## config.mk

```make
export PLATFORM = sky130hd
export DESIGN_NAME = fetch_stage
export DESIGN_NICKNAME = d
export VERILOG_FILES = /design/src/rtl/fetch_stage_pkg.sv /design/src/rtl/fetch_stage_sync_fifo.sv /design/src/rtl/fetch_stage.sv
export SDC_FILE = /design/constraint.sdc
export NUM_CORES = 1
export LEC_CHECK = 0
export CAP_MARGIN = 20
export CORE_MARGIN = 5
export CORE_UTILIZATION = 25
export DETAILED_ROUTE_END_ITERATION = 7
export PLACE_DENSITY = 0.47
export SLEW_MARGIN = 30
export SYNTH_ARGS = -nofsm -noshare
export SYNTH_HDL_FRONTEND = slang
export SYNTH_SLANG_ARGS = --single-unit
```

## constraint.sdc

```tcl
create_clock -name clk -period 3.41 [get_ports clk]
set_clock_uncertainty 0.2 [all_clocks]
set_input_delay 0.8525 -clock clk [delete_from_list [all_inputs] [get_ports clk]]
set_output_delay 0.8525 -clock clk [all_outputs]
set_load 0.02 [all_outputs]
```

## src/rtl/fetch_stage_pkg.sv

```systemverilog
`default_nettype none
// ============================================================================
//  Module   : fetch_stage_pkg
//  Purpose  : Shared constants and the IF/ID bundle type for the fetch stage
//             and decode.
//  Contents : NOP_INSTR - canonical RV32I NOP (addi x0, x0, 0)
//             if_id_t   - {instr, pc, pc4} bundle handed across IF/ID
//  Revision : 1.0 - initial release
// ============================================================================
package fetch_stage_pkg;

  localparam logic [31:0] NOP_INSTR = 32'h0000_0013;

  typedef struct packed {
    logic [31:0] instr;
    logic [31:0] pc;
    logic [31:0] pc4;
  } if_id_t;

endpackage
`default_nettype wire

```

## src/rtl/fetch_stage_sync_fifo.sv

```systemverilog
`default_nettype none
// ============================================================================
//  Module   : sync_fifo
//  Purpose  : Parameterised single-clock queue with synchronous clear.
//  Ports    : clk, rst        - clock, asynchronous active-high reset
//             clear_i         - synchronous flush (wins over push/pop)
//             push_i, wdata_i - write side (ignored when full)
//             pop_i, rdata_o  - read side; rdata_o shows the head entry
//             full_o, empty_o, count_o - occupancy status
//  Revision : 1.0 - initial release
// ============================================================================
module sync_fifo #(
  parameter int WIDTH = 32,
  parameter int DEPTH = 4
) (
  input  logic                     clk,
  input  logic                     rst,
  input  logic                     clear_i,
  input  logic                     push_i,
  input  logic [WIDTH-1:0]         wdata_i,
  input  logic                     pop_i,
  output logic [WIDTH-1:0]         rdata_o,
  output logic                     full_o,
  output logic                     empty_o,
  output logic [$clog2(DEPTH):0]   count_o
);

  localparam int PTR_W = $clog2(DEPTH);
  localparam int CNT_W = PTR_W + 1;

  logic [WIDTH-1:0] mem_q [DEPTH];
  logic [PTR_W-1:0] wr_ptr_q;
  logic [PTR_W-1:0] rd_ptr_q;
  logic [CNT_W-1:0] count_q;
  logic             do_push;
  logic             do_pop;

  assign full_o  = (count_q == CNT_W'(DEPTH));
  assign empty_o = (count_q == '0);
  assign count_o = count_q;
  assign rdata_o = mem_q[rd_ptr_q];
  assign do_push = push_i & ~full_o;
  assign do_pop  = pop_i & ~empty_o;

  always_ff @(posedge clk or posedge rst) begin
    if (rst) begin
      wr_ptr_q <= '0;
      rd_ptr_q <= '0;
      count_q  <= '0;
    end else if (clear_i) begin
      wr_ptr_q <= '0;
      rd_ptr_q <= '0;
      count_q  <= '0;
    end else begin
      if (do_push) wr_ptr_q <= wr_ptr_q + 1'b1;
      if (do_pop)  rd_ptr_q <= rd_ptr_q + 1'b1;
      count_q <= count_q + CNT_W'(do_push) - CNT_W'(do_pop);
    end
  end

  // Storage carries no reset: entries are only observed while counted valid.
  always_ff @(posedge clk) begin
    if (do_push && !clear_i) mem_q[wr_ptr_q] <= wdata_i;
  end

endmodule
`default_nettype wire

```

## src/rtl/fetch_stage.sv

```systemverilog
`default_nettype none
// ============================================================================
//  Module   : fetch_stage
//  Purpose  : RV32I instruction fetch. Owns the PC, issues word fetches over a
//             valid/ready request channel, queues in-order responses and hands
//             {instr, pc, pc+4} to decode. EX redirects flush the queue and
//             discard every response still in flight.
//  Ports    : clk, rst                    - clock, async active-high reset
//             imem_req_valid_o/ready_i    - fetch request handshake
//             imem_req_addr_o             - fetch address (the PC register)
//             imem_rsp_valid_i/data_i     - in-order responses, no backpressure
//             redirect_i, redirect_pc_i   - EX redirect and its target
//             id_valid_o/id_ready_i       - decode handshake
//             id_instr_o/id_pc_o/id_pc4_o - IF/ID bundle (NOP when idle)
//  Revision : 1.0 - initial release
// ============================================================================
module fetch_stage
  import fetch_stage_pkg::*;
#(
  parameter int              XLEN       = 32,
  parameter logic [XLEN-1:0] RESET_PC   = 32'h0000_0000,
  parameter int              FIFO_DEPTH = 4
) (
  input  logic            clk,
  input  logic            rst,
  output logic            imem_req_valid_o,
  input  logic            imem_req_ready_i,
  output logic [XLEN-1:0] imem_req_addr_o,
  input  logic            imem_rsp_valid_i,
  input  logic [XLEN-1:0] imem_rsp_data_i,
  input  logic            redirect_i,
  input  logic [XLEN-1:0] redirect_pc_i,
  output logic            id_valid_o,
  input  logic            id_ready_i,
  output logic [XLEN-1:0] id_instr_o,
  output logic [XLEN-1:0] id_pc_o,
  output logic [XLEN-1:0] id_pc4_o
);

  localparam int CNT_W = $clog2(FIFO_DEPTH) + 1;

  logic [XLEN-1:0]   pc_q, pc_d;
  logic [CNT_W-1:0]  drop_cnt_q, drop_cnt_d;
  logic [CNT_W-1:0]  outstanding;
  logic [CNT_W-1:0]  iq_count;
  logic [CNT_W:0]    credit_used;
  logic              req_fire;
  logic              iq_push, iq_pop, iq_full, iq_empty;
  logic              fl_full, fl_empty;
  logic [XLEN-1:0]   fl_pc;
  logic [2*XLEN-1:0] iq_head;
  if_id_t            if_id;

  // Outstanding requests plus queued instructions never exceed the queue
  // depth, so every accepted response always has a slot waiting for it.
  assign credit_used      = {1'b0, outstanding} + {1'b0, iq_count};
  assign imem_req_valid_o = ~rst & (credit_used < (CNT_W+1)'(FIFO_DEPTH));
  assign imem_req_addr_o  = pc_q;
  assign req_fire         = imem_req_valid_o & imem_req_ready_i;

  assign iq_push = imem_rsp_valid_i & (drop_cnt_q == '0) & ~redirect_i;
  assign iq_pop  = id_valid_o & id_ready_i & ~redirect_i;

  // In-flight PC queue: its occupancy is the outstanding-request count. It is
  // never flushed, since stale responses still arrive and must be paired off.
  sync_fifo #(.WIDTH(XLEN), .DEPTH(FIFO_DEPTH)) u_inflight (
    .clk     (clk),
    .rst     (rst),
    .clear_i (1'b0),
    .push_i  (req_fire),
    .wdata_i (pc_q),
    .pop_i   (imem_rsp_valid_i),
    .rdata_o (fl_pc),
    .full_o  (fl_full),
    .empty_o (fl_empty),
    .count_o (outstanding)
  );

  sync_fifo #(.WIDTH(2*XLEN), .DEPTH(FIFO_DEPTH)) u_instq (
    .clk     (clk),
    .rst     (rst),
    .clear_i (redirect_i),
    .push_i  (iq_push),
    .wdata_i ({fl_pc, imem_rsp_data_i}),
    .pop_i   (iq_pop),
    .rdata_o (iq_head),
    .full_o  (iq_full),
    .empty_o (iq_empty),
    .count_o (iq_count)
  );

  always_comb begin
    pc_d       = pc_q;
    drop_cnt_d = drop_cnt_q;
    if (redirect_i) begin
      pc_d = {redirect_pc_i[XLEN-1:2], 2'b00};
      // Responses already marked for dropping are part of 'outstanding', so
      // the new drop count is the in-flight total left after this cycle.
      drop_cnt_d = outstanding + CNT_W'(req_fire) - CNT_W'(imem_rsp_valid_i);
    end else begin
      if (req_fire) pc_d = pc_q + XLEN'(4);
      if (imem_rsp_valid_i && (drop_cnt_q != '0)) drop_cnt_d = drop_cnt_q - 1'b1;
    end
  end

  always_ff @(posedge clk or posedge rst) begin
    if (rst) begin
      pc_q       <= RESET_PC;
      drop_cnt_q <= '0;
    end else begin
      pc_q       <= pc_d;
      drop_cnt_q <= drop_cnt_d;
    end
  end

  always_comb begin
    if_id.instr = NOP_INSTR;
    if_id.pc    = RESET_PC;
    if (!iq_empty) begin
      if_id.instr = iq_head[XLEN-1:0];
      if_id.pc    = iq_head[2*XLEN-1:XLEN];
    end
    if_id.pc4 = if_id.pc + XLEN'(4);
  end

  assign id_valid_o = ~iq_empty;
  assign id_instr_o = if_id.instr;
  assign id_pc_o    = if_id.pc;
  assign id_pc4_o   = if_id.pc4;

  a_iq_no_overflow: assert property (@(posedge clk) disable iff (rst)
    iq_push |-> !iq_full);
  a_inflight_no_overflow: assert property (@(posedge clk) disable iff (rst)
    req_fire |-> !fl_full);
  a_rsp_has_request: assert property (@(posedge clk) disable iff (rst)
    imem_rsp_valid_i |-> !fl_empty);

endmodule
`default_nettype wire

```

Yosys cells after proc, flatten, opt, wreduce, memory -nomap -nowiden:

Memories as Yosys holds them, arrays and structs flattened.
Cells that the tools add are included.

* logic and storage cells: 68
* bits in registers: 49
* RAM bits: 384
* memory bits (read-only): 0
* bits in latches: 0
* memories: 2
* output and inout bits: 130

* multiply operators: 0
* $lt $le $gt $ge: 1
* eq/ne operators: 2
* shift-type cells: 0
* add/subtract/negate cells: 14
* bitwise logic cells: 16
* reduce and logical (&&, ||, !) cells: 11
* multiplexer cells: 14
* div/mod/pow operators: 0

Memories
* u_instq.mem_q: words 4, bits a word 64, read ports 1, clocked after memory_dff 0, write ports 1, RTL line fetch_stage_sync_fifo.sv:31 `logic [WIDTH-1:0] mem_q [DEPTH];`
* u_inflight.mem_q: words 4, bits a word 32, read ports 1, clocked after memory_dff 0, write ports 1, RTL line fetch_stage_sync_fifo.sv:31

Operators with widths (number)
* adder 32 x 3 -> 32 bit (second input constant): 2
* 2-to-1 mux 32 bit: 2
* 2-to-1 mux 64 bit: 1
* AND 1 bit: 10
* adder 3 x 1 -> 3 bit: 3
* logical NOT 3 bit: 3
* 2-to-1 mux 3 bit: 3
* subtractor 3 x 1 -> 3 bit: 3
* adder 2 x 1 -> 2 bit (second input constant): 4
* 2-to-1 mux 2 bit: 4
* nonzero test 2 bit: 4
* equality test 3 bit (second input constant): 2
* inverter 1 bit: 6
* adder 3 x 3 -> 4 bit: 1
* < comparator 4 x 3 -> 1 bit (second input constant): 1
* 2-to-1 mux 1 bit: 4
* nonzero test 3 bit: 1
* subtractor 3 x 1 -> 3 bit (second input constant): 1
* logical AND 1 bit: 2
* logical NOT 1 bit: 1

Depth between registers and ports, before layout:

Gate-level depths: netlist of run 1.

* word-level depth: 7
* depth in mapped cells: 12

Modules after synthesis:

A second synthesis of run 1 with hierarchy kept.

* cell total of the unflattened synthesis: 1030
* area total of the unflattened synthesis: 18226.2 sq um

By module, submodules not included
* sync_fifo at u_instq: instances 1, area an instance 9693.0 sq um, seq. area each 7862.5 sq um, cells an instance 383
* sync_fifo at u_inflight: instances 1, area an instance 5200.0 sq um, seq. area each 4018.9 sq um, cells an instance 217
* fetch_stage: instances 1, area an instance 3333.2 sq um, seq. area each 825.8 sq um, cells an instance 430

Worst setup path after synthesis of run 1:

OpenSTA, ideal clock, no wires.

* path type: reg2out
* start: register u_instq.count_q[1], in the netlist u_instq.count_o[1]
* end: output id_pc4_o[22]
* path buffers: 2
* cell stages (with the launch flop): 13
* setup slack: -0.924 ns
* data arrival time: 3.282 ns
* path through: dfrtp_1 nor3_2 clkinv_2 clkbuf_1 clkbuf_1 nand2_1 inv_1 ha_1 nand2_1 nor4_4 nor3b_2 nand4_1 xnor2_1

* cells in the longest elaborated chain, start to end: 3

Ends and longest elaborated chain
* start, declared: RTL line fetch_stage_sync_fifo.sv:34 `logic [CNT_W-1:0] count_q;`
* start signal, assigned: RTL line fetch_stage_sync_fifo.sv:57 `count_q <= count_q + CNT_W'(do_push) - CNT_W'(do_pop);`
* logical NOT 3 bit: RTL line fetch_stage_sync_fifo.sv:39 `assign empty_o = (count_q == '0);`
* 2-to-1 mux 64 bit: RTL line fetch_stage.sv:119 `if (!iq_empty) begin`
* net id_pc_o[2]: RTL line fetch_stage.sv:36 `output logic [XLEN-1:0] id_pc_o,`
* adder 32 x 3 -> 32 bit: RTL line fetch_stage.sv:123 `if_id.pc4 = if_id.pc + XLEN'(4);`
* end, declared: RTL line fetch_stage.sv:37 `output logic [XLEN-1:0] id_pc4_o`

The timed path passes the listed nets, and every way through them passes these cells.

Worst setup path in the final report of run 1:

* start: register u_instq.rd_ptr_q[0]
* end: output id_pc4_o[31]

* cells in the longest elaborated chain, start to end: 3

Ends and longest elaborated chain
* start, declared: RTL line fetch_stage_sync_fifo.sv:33 `logic [PTR_W-1:0] rd_ptr_q;`
* start signal, assigned: RTL line fetch_stage_sync_fifo.sv:56 `if (do_pop) rd_ptr_q <= rd_ptr_q + 1'b1;`
* memory (4 x 64 bit)
* 2-to-1 mux 64 bit: RTL line fetch_stage.sv:119
* adder 32 x 3 -> 32 bit: RTL line fetch_stage.sv:123

No other way between the ends.

==> out/metrics.json, run 1 <==
{
  "tritoncts": "done",
  "multi_input_area_mm2": 0.00528,
  "hp-start": "drop_cnt_q[1]$_DFFE_PP0P_",
  "effective_utilization_at_floorplan_pct": 25.2,
  "numClockSinks": 415,
  "critical_path_required_ns": 2.36,
  "drt-total-wl_mm": 45.2,
  "synth_edf_count": 368,
  "layout_commonest_cell": "sky130_fd_sc_hd__edfxtp_1",
  "row_count": 96,
  "synthDistinctLibCells": 51,
  "drtAntennaViolNets": 0,
  "timing.critical_path.to_type": "output pin",
  "crit_arrival_ns": 3.06,
  "place_hpwl_mm": 31.3,
  "layout_setup_ws_ns": -0.703,
  "critical_path_class": "register to output pin",
  "place_worst_setup_slack_ns": -0.665,
  "height_of_the_die_um": 273,
  "viasPerCell": 4.22,
  "placement.io_buffers": 191,
  "routed-via-count": 9790,
  "cellLeakagePower_uw": 0.00855,
  "antenna_found_initial": 2,
  "final_design_area_no_fill_mm2": 0.0240,
  "setup-violations-final": 64,
  "syn_area_mm2": 0.0173,
  "area_of_the_die_mm2": 0.0747,
  "max_fo_critical_path": 6,
  "grt_start_max_net_pins": 67,
  "fillCellCount": 6618,
  "dpl_cell_area_mm2": 0.0215,
  "worst_case_headroom_to_the_max_slew_limit_pct": 41.5,
  "hold_path_class": "register to register",
  "clk_latency_ns": 0.56,
  "synth_xor_xnor_area_share_pct": 3.49,
  "post-route-drc-count": 0,
  "clockRootBuffer": "sky130_fd_sc_hd__clkbuf_16",
  "crit_chain": "buf_4 -> buf_12 -> buf_8 -> mux4_2 -> nand2_4 -> nor4b_4 -> nand4_2 -> buf_6 -> nor3_4 -> xor2_1 -> buf_4",
  "ys_seq_elements": 415,
  "synth_simple_gate_area_share_pct": 8.11,
  "ys.warnings.count": 0,
  "grt.total_usage_pct": 11.8,
  "yosys-top-cells-area": "sky130_fd_sc_hd__edfxtp_1 (64%), sky130_fd_sc_hd__mux4_2 (11%), sky130_fd_sc_hd__dfrtp_1 (6.8%)",
  "routed_wire_length_per_instance_um": 19.5,
  "first_pass_iters": 5,
  "postSynth.asyncResetShare_pct": 11.3,
  "die_w_um": 273,
  "clock_tree.htree_level_count": 2,
  "synth_sequential_area_ratio_pct": 70.6,
  "outcome": "finished, violations left",
  "synth_cells": 976,
  "slowest_stage": "sky130_fd_sc_hd__dfrtp_4",
  "report.final.slew_viol_count": 0,
  "synth.mux.area_fraction_pct": 12.5,
  "final_min_period_over_clock_period_pct": 121,
  "synth_top_family_by_area": "multiplexers",
  "max_freq_mhz": 243,
  "via_count_of_the_first_global_routing_pass": 10300,
  "design.core.area_mm2": 0.0687,
  "postSynth.topFlopCell": "sky130_fd_sc_hd__edfxtp_1",
  "synthDominantAreaCellType": "sky130_fd_sc_hd__edfxtp_1",
  "synth_fa_ha_area_share_pct": 1.79,
  "seqCellArea_mm2": 0.0122,
  "violated_checks": "negative setup slack",
  "grt_setup_unrepaired": "true",
  "finalWeightedCongestion": 0.763,
  "critPathMaxStageDelay_ns": 0.53,
  "min_period_ns": 4.11,
  "grt_overflow_total": 0,
  "timing_hold_violations_final": 0,
  "largest_buffer_count_on_any_clock_path": 3,
  "io_pins": 200,
  "netlist.area_leader.share_pct": 63.8,
  "avgSynthCellArea_um2": 17.8,
  "cts_made_buffers": 47,
  "grt_first_pass_wirelength_mm": 67.1,
  "drt_iter0_markers": 530,
  "rr_startpoint": "u_instq.count_o[2]$_DFF_PP0_",
  "worst_slew_pin_slew_ns": 0.877,
  "startpoint_of_the_worst_setup_timing_path": "u_instq.rd_ptr_q[0]$_DFFE_PP0P_",
  "synth_compound_gate_area_share_pct": 1.31,
  "power.ir.vdd_worst_mv": 0.445,
  "post_route_cells_drive_above_1_share_pct": 39.1,
  "power_per_cell_area_mw_per_mm2": 825,
  "cp.buffers_inverters": 5,
  "drv_cap": 0,
  "final_cell_mix": "sky130_fd_sc_hd__edfxtp_1 (368), sky130_fd_sc_hd__buf_4 (142), sky130_fd_sc_hd__clkdlybuf4s50_1 (99), sky130_fd_sc_hd__mux4_2 (90), sky130_fd_sc_hd__buf_6 (65)",
  "crit_path_start_kind": "register",
  "crit_path_top_cell_by_count": "sky130_fd_sc_hd__buf_4",
  "final.setup.tns_ns": -21.19,
  "path_clk_slew_ns": 0.06,
  "nNetsFinal": 1448,
  "area.growth.synth_to_final_pct": 38.3,
  "worst_path_dominant_cell_family": "buffers and inverters"
}
[timing repair]
item,CTS,global route
hold buffers,0,0
endpoints found under the setup margin,93,90
setup buffers,24,27
pin swaps,25,39
gates cloned,2,0
gates resized for setup,443,150
[state kept, by name, indices dropped and copies added, names as in the netlist]
register / count
u_instq.mem_q: 248
u_inflight.mem_q: 120
imem_req_addr_o: 30
drop_cnt_q: 3
u_inflight.count_o: 3
u_instq.count_o: 3
u_inflight.rd_ptr_q: 2
u_inflight.wr_ptr_q: 2
u_instq.rd_ptr_q: 2
u_instq.wr_ptr_q: 2
[through the flow]
stage / hold WS [ns] / std cells / utilization, % / power, µW
after floorplan: 0.325 / 981 / - / 10300
after global placement: 0.353 / 2192 / 31.3 / 13700
after detailed placement: 0.370 / 2192 / 31.3 / 13800
after CTS: 0.383 / 2300 / 34.2 / 19600
after global routing: 0.417 / 2319 / 34.9 / 20800
final: 0.374 / 2321 / 34.9 / 19800
[cell usage after synthesis, drive strengths merged, types with 27 or more instances]
master / count
edfxtp: 368
mux4: 90
nand2: 66
and2: 60
dfrtp: 47
xor2: 39
nor2: 34
o21ai: 34
inv: 31
nand3: 30
xnor2: 30
buf: 27
[worst reg2reg max path, cell delays in order, from the launching register on]
cell and delay (ns):
sky130_fd_sc_hd__dfrtp_1 0.41, sky130_fd_sc_hd__buf_4 0.16, sky130_fd_sc_hd__ha_1 0.26, sky130_fd_sc_hd__nor4_1 0.28, sky130_fd_sc_hd__buf_4 0.17, sky130_fd_sc_hd__buf_4 0.10
sky130_fd_sc_hd__nand3_1 0.10, sky130_fd_sc_hd__a31oi_1 0.24, sky130_fd_sc_hd__buf_4 0.19, sky130_fd_sc_hd__and2_1 0.18, sky130_fd_sc_hd__buf_12 0.22
[per-layer routing]
layer  vias to the layer above  routed length [µm]  GRT usage (%)
met5                         -                  12              0
met4                         2                 753           2.79
met3                        57                2690           3.05
met2                       242               20900           18.5
met1                      4985               20900           16.7
li1                       4504                   -              -
[power breakdown]
part | switching, µW | internal (µW) | total (µW)
Combinational | 4150 | 4040 | 8190
Sequential | 365 | 6180 | 6540
Clock | 1970 | 3070 | 5050
Total | 6490 | 13300 | 19800
[final timing paths]
path                                                          to  slack, ns  depth (start not counted)
worst max register to register  u_inflight.mem_q[1][3]$_DFFE_PP_       0.55                         10
max in group asynchronous        u_instq.rd_ptr_q[1]$_DFFE_PP0P_       2.05                          3
worst min-delay path                   drop_cnt_q[1]$_DFFE_PP0P_       0.37                          2
worst min register to register         drop_cnt_q[1]$_DFFE_PP0P_       0.37                          2
min in group asynchronous        u_inflight.count_o[2]$_DFF_PP0_       0.42                          2
worst max-delay path                                id_pc4_o[31]      -0.70                         11
[layout make-up]
cell class / count / share of cell area (%)
Sequential cell: 415 / 51.1
Multi-Input combinational cell: 490 / 22.0
Timing Repair Buffer: 369 / 15.1
Clock buffer: 60 / 5.29
Tap cell: 931 / 4.86
Clock inverter: 22 / 1.12
Inverter: 32 / 0.553
Antenna cell: 2 / 0.0209
[cells by family (layout without fill, tap and decap cells)]
family	Yosys count	in the layout
flops	415	415
simple gates	248	248
mux	102	102
buf+inv	76	483
xor+xnor	69	69
compound gates	42	42
fa+ha+maj	23	23
other cells	1	8
(Power assumes the default switching activity.)
==> inputs of run 2 (changes only) <==
- TNS_END_PERCENT: default -> 10
==> out/metrics.json, run 2 (synthesis results as in run 1) <==
{
  "grt_setup_unrepaired": "true",
  "violated_checks": "negative setup slack",
  "final_cell_mix": "sky130_fd_sc_hd__edfxtp_1 (368), sky130_fd_sc_hd__buf_4 (143), sky130_fd_sc_hd__clkdlybuf4s50_1 (120), sky130_fd_sc_hd__mux4_2 (88), sky130_fd_sc_hd__nand2_1 (59)",
  "report.final.slew_viol_count": {"value": 0, "change": "unchanged"},
  "drt_iter0_markers": {"value": 575, "change": "+8.5%"},
  "global_route.usage.met1": {"value": 16.0, "unit": "%", "change": "-0.70 points"},
  "grt.total_usage": {"value": 11.7, "unit": "%", "change": "-0.20 points"},
  "clock_tree.htree_level_count": {"value": 2, "change": "unchanged"},
  "finalWeightedCongestion": {"value": 0.731, "change": "-4.3%"},
  "fin_cells": {"value": 2292, "change": "-1.2%"},
  "antenna_found_initial": {"value": 1, "change": "-1"},
  "worst_slew_pin_slew": {"value": 0.829, "unit": "ns", "change": "-0.0480 ns"},
  "timing.hold.ws": {"value": 0.382, "unit": "ns", "change": "+0.00741 ns"},
  "area_of_the_die": {"value": 0.0747, "unit": "mm²", "change": "unchanged"},
  "largest_register": "u_instq.mem_q",
  "r2r_cells": {"value": 12, "change": "+2"},
  "grt_first_pass_wirelength": {"value": 66.4, "unit": "mm", "change": "-0.96%"},
  "p_switching": {"value": 6070, "unit": "µW", "change": "-6.4%"},
  "critical_path_required": {"value": 2.36, "unit": "ns", "change": "about the same"},
  "final_min_period_over_clock_period": {"value": 121, "unit": "%", "change": "+0.23 points"},
  "via_count_of_the_first_global_routing_pass": {"value": 10500, "change": "+2.0%"},
  "height_of_the_die": {"value": 273, "unit": "µm", "change": "unchanged"},
  "post-route-drc-count": {"value": 0, "change": "unchanged"},
  "setup-violations-final": {"value": 82, "change": "+28%"},
  "hp-start": "drop_cnt_q[1]$_DFFE_PP0P_",
  "tritoncts": "done",
  "clock_power_share": {"value": 26.9, "unit": "%", "change": "+1.4 points"},
  "numPlacedInstances": {"value": 2202, "change": "+0.46%"},
  "layout_commonest_cell": "sky130_fd_sc_hd__edfxtp_1",
  "share_comb_of_total_power": {"value": 37.7, "unit": "%", "change": "-3.7 points"},
  "clk_latency": {"value": 0.57, "unit": "ns", "change": "about the same"},
  "globalRouteMet3Util": {"value": 2.64, "unit": "%", "change": "-0.41 points"},
  "path_clk_slew": {"value": 0.06, "unit": "ns", "change": "about the same"},
  "row_count": {"value": 96, "change": "unchanged"},
  "routed-via-count": {"value": 9641, "change": "-1.5%"},
  "drt-total-wl": {"value": 43.8, "unit": "mm", "change": "-3.2%"},
  "cts_made_buffers": {"value": 46, "change": "-2.1%"},
  "antennaDiodeCount": {"value": 0, "change": "-2"},
  "max_freq": {"value": 243, "unit": "MHz", "change": "-0.19%"},
  "power_per_cell_area": {"value": 796, "unit": "mW/mm²", "change": "-3.6%"},
  "timing_hold_violations_final": {"value": 0, "change": "unchanged"},
  "drv_cap": {"value": 0, "change": "unchanged"},
  "outcome": "finished, violations left",
  "routed_wire_length_per_instance": {"value": 19.1, "unit": "µm", "change": "-2.0%"},
  "final.setup.tns": {"value": -26.38, "unit": "ns", "change": "-5.19 ns"},
  "worstHoldPathCells": {"value": 2, "change": "unchanged"},
  "effective_utilization_at_floorplan": {"value": 25.2, "unit": "%", "change": "unchanged"},
  "viasPerCell": {"value": 4.21, "change": "-0.28%"},
  "groute.layer.met2.usage": {"value": 18.7, "unit": "%", "change": "+0.23 points"},
  "rr_startpoint": "u_instq.count_o[2]$_DFF_PP0_",
  "cellLeakagePower": {"value": 0.00815, "unit": "µW", "change": "-4.6%"},
  "area.growth.synth_to_final_pct": 34.3,
  "drtAntennaViolNets": {"value": 0, "change": "unchanged"},
  "grt_overflow_total": {"value": 0, "change": "unchanged"},
  "max_fo_critical_path": {"value": 8, "change": "+2"},
  "placement.io_buffers": {"value": 191, "change": "unchanged"},
  "numClockSinks": {"value": 415, "change": "unchanged"},
  "power.ir.vdd_worst": {"value": 0.338, "unit": "mV", "change": "-24%"},
  "pwr-share-seq": {"value": 35.4, "unit": "%", "change": "+2.3 points"},
  "hold_path_class": "register to register",
  "top_usage_layer": "met2",
  "io_pins": {"value": 200, "change": "unchanged"},
  "crit_arrival": {"value": 3.07, "unit": "ns", "change": "about the same"},
  "end_point_of_the_worst_hold_path": "drop_cnt_q[1]$_DFFE_PP0P_",
  "layout_setup_ws": {"value": -0.711, "unit": "ns", "change": "-0.00799 ns"},
  "minimum_setup_slack_among_reg_to_reg_paths": {"value": 0.63, "unit": "ns", "change": "+0.08 ns"},
  "clockRootBuffer": "sky130_fd_sc_hd__clkbuf_16",
  "cellInternalPower": {"value": 12400, "unit": "µW", "change": "-6.4%"},
  "place_hpwl": {"value": 30.3, "unit": "mm", "change": "-3.2%"},
  "largest_register_ffs": {"value": 248, "change": "unchanged"},
  "critical_path_class": "register to output pin",
  "first_pass_iters": {"value": 4, "change": "-1"},
  "worst_case_headroom_to_the_max_slew_limit": {"value": 44.7, "unit": "%", "change": "+3.2 points"},
  "die_w": {"value": 273, "unit": "µm", "change": "unchanged"},
  "nNetsFinal": {"value": 1417, "change": "-2.1%"},
  "largest_buffer_count_on_any_clock_path": {"value": 3, "change": "unchanged"},
  "crit_path_start_kind": "register",
  "rr_endpoint": "imem_req_addr_o[29]$_DFFE_PP0P_",
  "post_route_cells_drive_above_1_share": {"value": 31.5, "unit": "%", "change": "-7.6 points"},
  "netSwitchingFraction": {"value": 32.8, "unit": "%", "change": "about the same"},
  "grt_start_max_net_pins": {"value": 67, "change": "unchanged"},
  "min_period": {"value": 4.12, "unit": "ns", "change": "+0.00799 ns"},
  "design.core.area": {"value": 0.0687, "unit": "mm²", "change": "unchanged"},
  "timing.critical_path.to_type": "output pin",
  "post-route-util": {"value": 33.9, "unit": "%", "change": "-1.0 points"}
}
## run 2: critical path, stage by stage, from the launching register on
cell	delay (ns)
sky130_fd_sc_hd__dfrtp_4	0.53
sky130_fd_sc_hd__buf_12	0.17
sky130_fd_sc_hd__mux4_2	0.37
sky130_fd_sc_hd__nand4_4	0.12
sky130_fd_sc_hd__nor4_4	0.28
sky130_fd_sc_hd__buf_4	0.18
sky130_fd_sc_hd__buf_6	0.11
sky130_fd_sc_hd__nor3b_4	0.23
sky130_fd_sc_hd__nand4_1	0.18
sky130_fd_sc_hd__xnor2_2	0.17
sky130_fd_sc_hd__buf_6	0.15
## run 2: what timing repair did
item	CTS	global route
hold endpoints to repair	0	0
endpoints found under the setup margin	93	87
pin swaps	15	8
hold buffers	0	0
resized for setup	209	15
buffers inserted	3	2
## run 2: worst max-delay path by stage
| stage | startpoint | end | slack (ns) | cells past startpoint |
|---|---|---|---|---|
| 2_1_floorplan | redirect_i | u_instq.mem_q[3][0]$_DFFE_PP_ | -0.17 | 2 |
| 3_3_place_gp | u_instq.rd_ptr_q[0]$_DFFE_PP0P_ | id_pc4_o[31] | -0.76 | 9 |
| 3_5_place_dp | u_instq.rd_ptr_q[0]$_DFFE_PP0P_ | id_pc4_o[31] | -0.74 | 9 |
| 4_1_cts | u_instq.rd_ptr_q[0]$_DFFE_PP0P_ | id_pc4_o[22] | -0.81 | 10 |
| 5_1_grt | u_instq.rd_ptr_q[0]$_DFFE_PP0P_ | id_pc4_o[22] | -0.86 | 11 |
| 6_report | u_instq.rd_ptr_q[0]$_DFFE_PP0P_ | id_pc4_o[22] | -0.71 | 10 |
## run 2: power by group through the flow
stage	Sequential, µW	Clock (µW)	Combinational, µW
global placement	6660	0	7080
global route	6620	5380	7550
CTS	6580	5160	7120
finish	6550	4980	6980
detailed placement	6680	0	7100
floorplan	6470	0	3870
## run 2: metrics by stage
stage	power [µW]	setup slack [ns]	instance area, µm²
finish	18500	-0.711	23300
global placement	13700	-0.760	21500
floorplan	10300	-0.174	17500
global route	19500	-0.858	23300
CTS	18900	-0.808	23200
detailed placement	13800	-0.740	21500
## run 2: cell type report
cell class,instances,area [µm²]
Fill cell,6687,45400
Sequential cell,415,12200
Multi-Input combinational cell,490,5000
Timing Repair Buffer,339,3210
Clock buffer,56,1220
Tap cell,931,1160
Clock inverter,29,308
Inverter,32,133
## run 2: layer usage
| metal | wire length (µm) | share of wire (%) |
|---|---|---|
| met2 | 20500 | 47 |
| met4 | 986 | 2.3 |
| met3 | 2450 | 5.6 |
| met1 | 19800 | 45 |
| met5 | 13 | 0.030 |
==> edit: new RTL, flow settings as in run 2 <==
Change the parameter `FIFO_DEPTH` from 4 to 8.
--- a/src/rtl/fetch_stage.sv
+++ b/src/rtl/fetch_stage.sv
@@ -20,5 +20,5 @@
   parameter int              XLEN       = 32,
   parameter logic [XLEN-1:0] RESET_PC   = 32'h0000_0000,
-  parameter int              FIFO_DEPTH = 4
+  parameter int              FIFO_DEPTH = 8
 ) (
   input  logic            clk,
Function: changed (Yosys sat finds a counterexample within 4 cycles, from zero or initial values and one cycle with rst high).
==> edit against run 2 <==
- the run still ends with setup timing left
- non-clock buffer count rose by 127
- wire length up 96%
- via count grew 77%
- synthesized area up 84%
- core utilization is 0.76 points lower
- critical path depth grew 4
- cell area up 81%
- worst hold slack got worse by 16 ps
- setup slack worse by 360 ps
- largest power group is now registers
- total power up 76%
- sequential cell count is 375 higher
- fmax down 8.1%
- die area is 80% higher
- critical path type unchanged
==> edit: results (changes against run 2) <==
Critical path
  – Flop2flop setup slack: -20 ps (-650 ps)
  – Critical Path Start: u_instq.rd_ptr_q[0]
  – Cell family with most CP delay: simple AND/OR/NAND/NOR gates
  – Worst Path Max Fanout: 5 (-3)
  – Worst Setup EP: id_pc4_o[30]
  – Worst EP arrival: 3430 ps (+360 ps)
  – FF-to-FF Start: u_instq.count_o[3]
  – R2r worst-path depth: 10 (-2)
  – R2r endpoint: u_inflight.mem_q[3][7]
  – CP Class: flip-flop to primary output

Clocking
  – Num CTS Buffers: 83 (+80%)
  – Clk_lat worst skew: 630 ps (+60 ps)
  – CTS clk-pin slew, worst paths: 60 ps (about the same)
  – H-tree depth: 3 (+1)

Pwr
  – Clk. pwr: 0.00899 W (+81%)
  – Pwr Density: 777 nW/um^2 (-2.4%)
  – P_sw: 0.0103 W (+69%)
  – Maximum vdd ir drop: 526 uV (+56%)
  – P_comb: 0.0117 W (+68%)
  – Leak: 14.1 nW (+72%)

Placement
  – Placer Congestion: 0.784 (+7.3%)
  – Placed Cells: 3663 (+66%)
  – Dpl ws: -930 ps (-190 ps)
  – Hpwl dp: 55700 um (+84%)
  – Placed cell area: 38000 sq um (+77%)

Route
  – Iter 0 DRT Violations: 1227 (+110%)
  – DRT Pass-1 Iters: 5 (+1)
  – Top Layer Used: met5
  – Met1 WL: 40100 um (+100%)
  – Avg WL per Cell: 22.2 um (+16%)
  – Met2 Wirelength: 40000 um (+95%)
  – Met3 Routed Length: 4020 um (+64%)
  – Via density: 4.41 (+4.9%)
  – Routed Wire Length: 85600 um (+96%)

Status
  – Failing checks: setup timing
  – Outcome: complete, but fails checks

Global routing
  – Vias in the first global route: 18239 (+74%)
  – First-pass GRT wire length: 125000 um (+89%)
  – Largest net degree at the start of global routing: 70 (+4.5%)
  – Total track usage: 12.5% (+0.81 points)
  – Initial antenna violation count: 3 (+2)

STA
  – Final setup fails: 148 (+80%)
  – Post-route worst setup slack: -1070 ps (-361 ps)
  – Min Hold Slack: 366 ps (-15.7 ps)
  – Slew margin rel.: 44.8% (+0.057 points)
  – Total negative slack: -44410 ps (-18030 ps)

Yosys
  – Synth cell types: 62 (+22%)
  – Post-synth ARST share: 6.84% (-4.5 points)
  – Post-Syn Instances: 1659 (+70%)
  – Top cells by area, synth: edfxtp_1 69%, mux4_2 12%, dfrtp_1 4.2%, nand2_1 1.7%, mux2_2 1.4%
  – Sequential area share after synthesis: 73.6% (+3.1 points)
  – Post-synth EDFFs: 736 (+100%)
  – Most frequent cells after synthesis: 736 x edfxtp_1, 172 x mux4_2, 142 x nand2_1

Layout
  – Number of nets in the final layout: 2228 (+57%)
  – Largest reg by FF count: u_instq.mem_q
  – Layout cells sized above 1: 38.8% (+7.3 points)
  – Number of flip-flops under the largest register name: 496 (+100%)

Hold path
  – Min-Delay Path Depth: 1 (-1)
  – Hold_sp: u_inflight.wr_ptr_q[1]
  – WHS Endpoint: u_inflight.wr_ptr_q[1]
[edit: logic make-up after synthesis]
logic type                 Yosys count  synth area share [%]
buffers and inverters              115                  1.94
adders and majority gates           29                  1.21
DFF                                790                  73.6
AOI/OAI and AO/OA                  100                  1.85
xor gates and xnor gates            73                  2.01
other                                1                0.0118
and+or+nand+nor                    298                  4.46
muxes                              253                  14.9
[edit: metal layers]
layer | track usage (%) | vias to the layer above
li1 | - | 7522
met1 | 17.7 | 8993
met2 | 19.9 | 423
met3 | 2.62 | 103
met4 | 2.61 | 2
met5 | 0 | -
[edit: layout make-up]
cell class	count	area, sq um
antenna	3	7.51
clock buffer	98	2180
clock inverter	54	523
fill	12076	85000
inverter	29	113
multi-input combinational	759	8690
sequential	790	23500
tap	1662	2080
timing repair buffer	466	5010
[edit: timing repair]
action,4_1_cts,5_1_grt
resized for setup,496,97
pin swaps,21,34
setup endpoints to repair,337,349
setup buffers,29,22
cloned,4,1
endpoints found under the hold margin,0,0
